## src/rtl/universal_shift_register.sv

```systemverilog
// Universal shift register: WIDTH-bit storage stage with synchronous reset, clock enable
// and an 8-way next-state selector (hold, shift, rotate, load, arithmetic shift, clear).
//
// Ports:
//   clk    - clock, all state changes on the rising edge
//   rst    - synchronous reset, active-high; loads RESET_VAL and clears busy
//   en     - clock enable; 0 holds q regardless of mode
//   mode   - operation select: HOLD, SHL, SHR, ROL, ROR, LOAD, ASR, CLR
//   d      - parallel load data
//   sin_l  - serial input entering bit 0 on a left shift
//   sin_r  - serial input entering bit WIDTH-1 on a right shift
//   q      - register contents
//   sout_l - q[WIDTH-1], the bit leaving on a left shift
//   sout_r - q[0], the bit leaving on a right shift
//   busy   - 1 in the cycle after any edge at which q changed value
module universal_shift_register #(
  parameter int unsigned      WIDTH     = 8,
  parameter logic [WIDTH-1:0] RESET_VAL = '0
) (
  input  logic             clk,
  input  logic             rst,
  input  logic             en,
  input  logic [2:0]       mode,
  input  logic [WIDTH-1:0] d,
  input  logic             sin_l,
  input  logic             sin_r,
  output logic [WIDTH-1:0] q,
  output logic             sout_l,
  output logic             sout_r,
  output logic             busy
);

  typedef enum logic [2:0] {
    ModeHold = 3'b000,
    ModeShl  = 3'b001,
    ModeShr  = 3'b010,
    ModeRol  = 3'b011,
    ModeRor  = 3'b100,
    ModeLoad = 3'b101,
    ModeAsr  = 3'b110,
    ModeClr  = 3'b111
  } mode_e;

  logic [WIDTH-1:0] q_d, q_q;
  logic             busy_d, busy_q;

  always_comb begin
    q_d = q_q;
    if (en) begin
      // Unknown or unlisted encodings fall through to the default and hold.
      case (mode)
        ModeShl:  q_d = {q_q[WIDTH-2:0], sin_l};
        ModeShr:  q_d = {sin_r, q_q[WIDTH-1:1]};
        ModeRol:  q_d = {q_q[WIDTH-2:0], q_q[WIDTH-1]};
        ModeRor:  q_d = {q_q[0], q_q[WIDTH-1:1]};
        ModeLoad: q_d = d;
        ModeAsr:  q_d = {q_q[WIDTH-1], q_q[WIDTH-1:1]};
        ModeClr:  q_d = '0;
        default:  q_d = q_q;
      endcase
    end
    busy_d = (q_d != q_q);
  end

  always_ff @(posedge clk) begin
    if (rst) begin
      q_q    <= RESET_VAL;
      busy_q <= 1'b0;
    end else begin
      q_q    <= q_d;
      busy_q <= busy_d;
    end
  end

  assign q      = q_q;
  assign busy   = busy_q;
  assign sout_l = q_q[WIDTH-1];
  assign sout_r = q_q[0];

endmodule

```

## config.mk

```make
export PLATFORM = sky130hd
export DESIGN_NAME = universal_shift_register
export DESIGN_NICKNAME = d
export VERILOG_FILES = /design/src/rtl/universal_shift_register.sv
export SDC_FILE = /design/constraint.sdc
export NUM_CORES = 1
export LEC_CHECK = 0
export CELL_PAD_IN_SITES_DETAIL_PLACEMENT = 0
export CELL_PAD_IN_SITES_GLOBAL_PLACEMENT = 1
export CORE_UTILIZATION = 28
export CTS_CLUSTER_SIZE = 24
export DETAILED_ROUTE_END_ITERATION = 8
export GPL_ROUTABILITY_DRIVEN = 0
export PLACE_DENSITY = 0.81
export SYNTH_ARGS = -nofsm -noshare
export SYNTH_HDL_FRONTEND = slang
export SYNTH_SLANG_ARGS = --single-unit
```

## constraint.sdc

```tcl
create_clock -name clk -period 1.93 [get_ports clk]
set_input_delay 0.579 -clock clk [delete_from_list [all_inputs] [get_ports clk]]
set_output_delay 0.579 -clock clk [all_outputs]
set_load 0.02 [all_outputs]
```

# After elaboration in Yosys (flattened, before gate mapping)
# Index checks and enable logic that the tools add are counted.
[totals]
romBits = 0
mem_count = 0
input_bits = 16
latch_bits = 0
register_bits = 9
ramBits = 0
elab_cells = 12
[classes]
mul = 0
reduce_logical = 0
n_addsub = 0
eq_ne = 8
n_shift = 0
n_bitwise = 0
order_cmp = 0
div = 0
muxes = 2
[op_table]
columns = ["operator", "count"]
rows = [
  ["8-bit one-hot mux with 7 select lines", 1],
  ["3-bit == test (second input constant)", 4],
  ["8-bit two-way mux", 1],
  ["8-bit inequality test", 1],
  ["3-bit by 2-bit == test with 1-bit output (second input constant)", 2],
  ["3-bit by 1-bit == test with 1-bit output (second input constant)", 1],
]

# Longest topological paths before layout
[depth]
depth_word = 4
mapped_depth = 8
depth_no_buf = 6

# Worst setup path before layout
# Ideal clock, no wire load.
[synth_timing]
kind = "input to register"
from = "input port mode[0]"
to = "register busy_q, in the netlist busy"
t_arrival_ns = 1.831
setup_slack_ns = 0.012
required_ns = 1.843
setup_time_ns = 0.087
cell_stages = 7
cell_sequence = "buf_6 mux2_4 a221o_1 xor2_1 nand3_1 a41o_1 o31ai_1"
[synth_between]
elab_chain_cells = 4
elab_cells_between_ends = 10
classes_between = "eq/ne (8); mux (2)"
[synth_rtl]
columns = ["item", "line_no", "rtl"]
rows = [
  ["start, declared", "23", "input logic [2:0] mode,"],
  ["3-bit == test (tied with other cells)", "51", "case (mode)"],
  ["8-bit one-hot mux with 7 select lines *", "51", ""],
  ["8-bit two-way mux *", "49", "if (en) begin"],
  ["8-bit inequality test *", "62", "busy_d = (q_d != q_q);"],
  ["end signal, assigned", "71", "busy_q <= busy_d;"],
  ["end, declared", "45", "logic busy_d, busy_q;"],
]
# Mark *: on every way between the ends. The rest lies on a longest branch, timed or not.
# A chain may end at the register's enable or synchronous reset.

# Worst setup path in the final report
# Ends and elaborated chain as after synthesis.

==> flow_metrics.tcl <==
set metrics [dict create \
    run_status "complete, but fails checks" \
    failed_checks "design-rule violations, negative setup slack" \
    final-instance-count-excl-fill 198 \
    ctsHtreeMaxLevel 1 \
    mappedNetlistNets 136 \
    max_ir_drop_vdd_mv 0.209 \
    cts_tree "yes" \
    fillCellCount 277 \
    syn_avg_cell_area_um2 7.04 \
    vias_per_cell 5.71 \
    synthesized_instance_count 120 \
    yosys.area.top_type "dfxtp_1" \
    ctsLongestPathBuffers 2 \
    power_switching_uw 235 \
    totalNegativeSetupSlack_ps -109 \
    dr.pass1.iters 7 \
    synth_largest_type_area_fraction_pct 21.3 \
    rows 19 \
    p_seq_share_pct 32.5 \
    grt_remaining_overflow 0 \
    share_clk_of_total_power_pct 22.8 \
    drcViolationCount 5 \
    grt_setup_unrepaired "yes" \
    async_reset_ff_share_pct 0 \
    yosysUniqueCellTypes 41 \
    final_net_count 184 \
    routed-via-count 1131 \
    setup_viol 2 \
    syn_to_final_growth_pct 69.0 \
    drt_iter0_drc 42 \
    antenna_found_initial 0 \
    slew_hr_pct 72.4 \
    max_clock_freq_ghz 0.501 \
    cts.reportedPaths.clkPinSlew_ps 60 \
    clock_sink_count 9 \
    synth.cell_area_um2 845 \
    buffer_ports.inserted 26 \
    ant_nets 0 \
    finalClockSkew_ps 0.594 \
    worst_skew_pair.late_latency_ps 270 \
    combPwrFrac_pct 44.6 \
    synth.yosys.seq_area_share_pct 21.3 \
    power.density_nw_per_um2 470 \
    fin_worst_hold_slack_ps 579 \
    final_layout_size_suffix_gt1_share_pct 31.1 \
    rr_worst_depth 6 \
    worstHoldStart "q[4]$_SDFF_PP0_" \
    ff_latch_count_synth 9 \
    setup.reg_to_reg.worst_slack_ps 80 \
    worst_case_setup_margin_in_the_final_layout_ps -64.8 \
    yosys_most_used_dff "dfxtp_1" \
    first_global_vias 1032 \
    detailedPlace.worstSlack_ps -628 \
    wire_per_inst_um 15.6 \
    cp.arrival_ps 2140 \
    worstHoldPathType "register to register" \
    timing.rr.start "q[3]$_SDFF_PP0_" \
    holdPathEnd "q[4]$_SDFF_PP0_" \
    largest_net_degree_at_the_start_of_global_routing 15 \
    chipWidth_um 56.9 \
    cp-start-kind "primary input" \
    number_of_violations_of_the_max_capacitance_limit 0 \
    drv_slew 0 \
    die_h_um 56.9 \
    power.share.switching_pct 35.0 \
    top_level_ports 27 \
    final_min_period_over_clock_period_pct 103 \
    totalWireLength_um 3100 \
    critPathSlowestCell "or4_1" \
    worstReg2RegEnd "busy$_SDFF_PP0_" \
    tritoncts.num_buffers 3 \
    criticalPathCategory "primary input to register" \
    hold_violations 0 \
    critPathCaptureType "register" \
    number_of_enable_flip_flop_cells_after_synthesis 0 \
    timing.final.crit_period_ps 1990 \
    area_of_the_multi_input_gates_um2 653 \
    path_cells "buf_12, buf_6, nand2_4, o311ai_4, or4_1, a211o_1, a211oi_2, o31ai_2" \
    sequential_cell_area_um2 181 \
    cp_max_fo 9 \
    dp_cells 192 \
    timing.hold.worst_path_depth 2 \
    root_buffer "clkbuf_4" \
    first_pass_grt_wire_length_um 4800 \
    worst_pin_slew_ps 413 \
    synth_area_leaders "dfxtp_1 (21%), nor2_1 (7.1%), a21oi_1 (5.3%)" \
    max_stage_delay_ps 530 \
    effective_utilization_at_floorplan_pct 30.1 \
    cellLeakagePower_uw 0.000679 \
    design.core.area_um2 2810 \
    p_int_uw 436 \
    yosys_warnings 0 \
    critical_path_required_time_ps 2070 \
    design.die.area_um2 3240 \
    detailedPlacementHpwl_um 2120 \
    antennaDiodeCount 0 \
    track_usage_pct 18.9 \
]
placed cells by master, fill, tap and decap left out, types with 3 or more instances in the layout:
cell type and n:
nor2_1 16, buf_4 30, nor2b_1 3, inv_1 4, clkbuf_4 3, a21oi_1 8
clkbuf_2 3, o21ai_0 4, nor3_1 7, nand2_1 9, clkdlybuf4s50_1 12, dlymetal6s2s_1 8
dfxtp_1 8
power by group through the flow:
stage	Sequential, uW	Clock [uW]	Combinational (uW)
CTS	217	158	267
floorplan	233	0	126
global route	221	167	323
finish	218	153	299
detailed placement	221	0	268
global placement	221	0	266
area by class of cell:
cell class | instances | area share, %
clock buffers | 4 | 1.84
inverters | 5 | 1.31
multi-input cells | 92 | 45.7
flip-flops and latches | 9 | 12.7
well taps | 31 | 2.72
repair buffers | 57 | 35.7
synthesized netlist by cell type, types with 3 or more instances:
| library cell | count |
|---|---|
| nand2_1 | 10 |
| o21ai_0 | 4 |
| nor2_1 | 16 |
| a21oi_1 | 9 |
| buf_4 | 4 |
| inv_1 | 5 |
| dfxtp_1 | 9 |
| clkbuf_1 | 5 |
| nor3_1 | 7 |
| nor2b_1 | 3 |
| buf_2 | 4 |
| a311oi_1 | 4 |
| nand2b_1 | 3 |
kinds of logic (layout without fill, tap and decap cells):
logic type | count (synthesis) | in the layout | synth area share [%]
AOI/OAI and AO/OA | 37 | 37 | 30.8
muxes | 2 | 2 | 2.96
xor gates and xnor gates | 4 | 4 | 4.15
buffers and inverters | 19 | 66 | 11.7
DFF | 9 | 9 | 21.3
and+or+nand+nor | 49 | 49 | 29.0
metal layers:
metal / track usage [%] / share of wire [%] / vias to the layer above
li1: - / - / 536
met1: 24.5 / 44 / 540
met2: 30.4 / 49 / 47
met3: 4.84 / 4.9 / 8
met4: 6.27 / 2.2 / 0
met5: 0 / 0 / -
flip-flops by register name (all words and copies together) (netlist names):
| register | cells |
|---|---|
| q | 8 |
| busy | 1 |
worst max-delay path, delay by kind of cell:
family          cells  cell delay, ps
compound gates      4             730
simple gates        2             600
buf+inv             2             220
through the flow:
stage,total power (uW),area [um^2],utilization [%]
floorplan,359,845,-
finish,671,1430,50.9
global placement,486,1280,45.7
global route,711,1430,50.9
CTS,642,1310,46.7
detailed placement,489,1280,45.7
repair_timing:
| item | CTS | global route |
|---|---|---|
| setup buffers | 0 | 2 |
| pin swaps | 0 | 11 |
| endpoints found under the setup margin | 11 | 7 |
| hold buffers | 0 | 0 |
| resized for setup | 9 | 36 |
how the worst max path moves through the flow:
stage	start	endpoint	slack [ps]
finish	mode[0]	busy$_SDFF_PP0_	-60
global placement	mode[1]	busy$_SDFF_PP0_	-610
global route	mode[0]	busy$_SDFF_PP0_	-120
floorplan	mode[0]	busy$_SDFF_PP0_	10
CTS	mode[0]	busy$_SDFF_PP0_	-90
detailed placement	mode[0]	busy$_SDFF_PP0_	-630
Power figures use the tool's default switching activity.
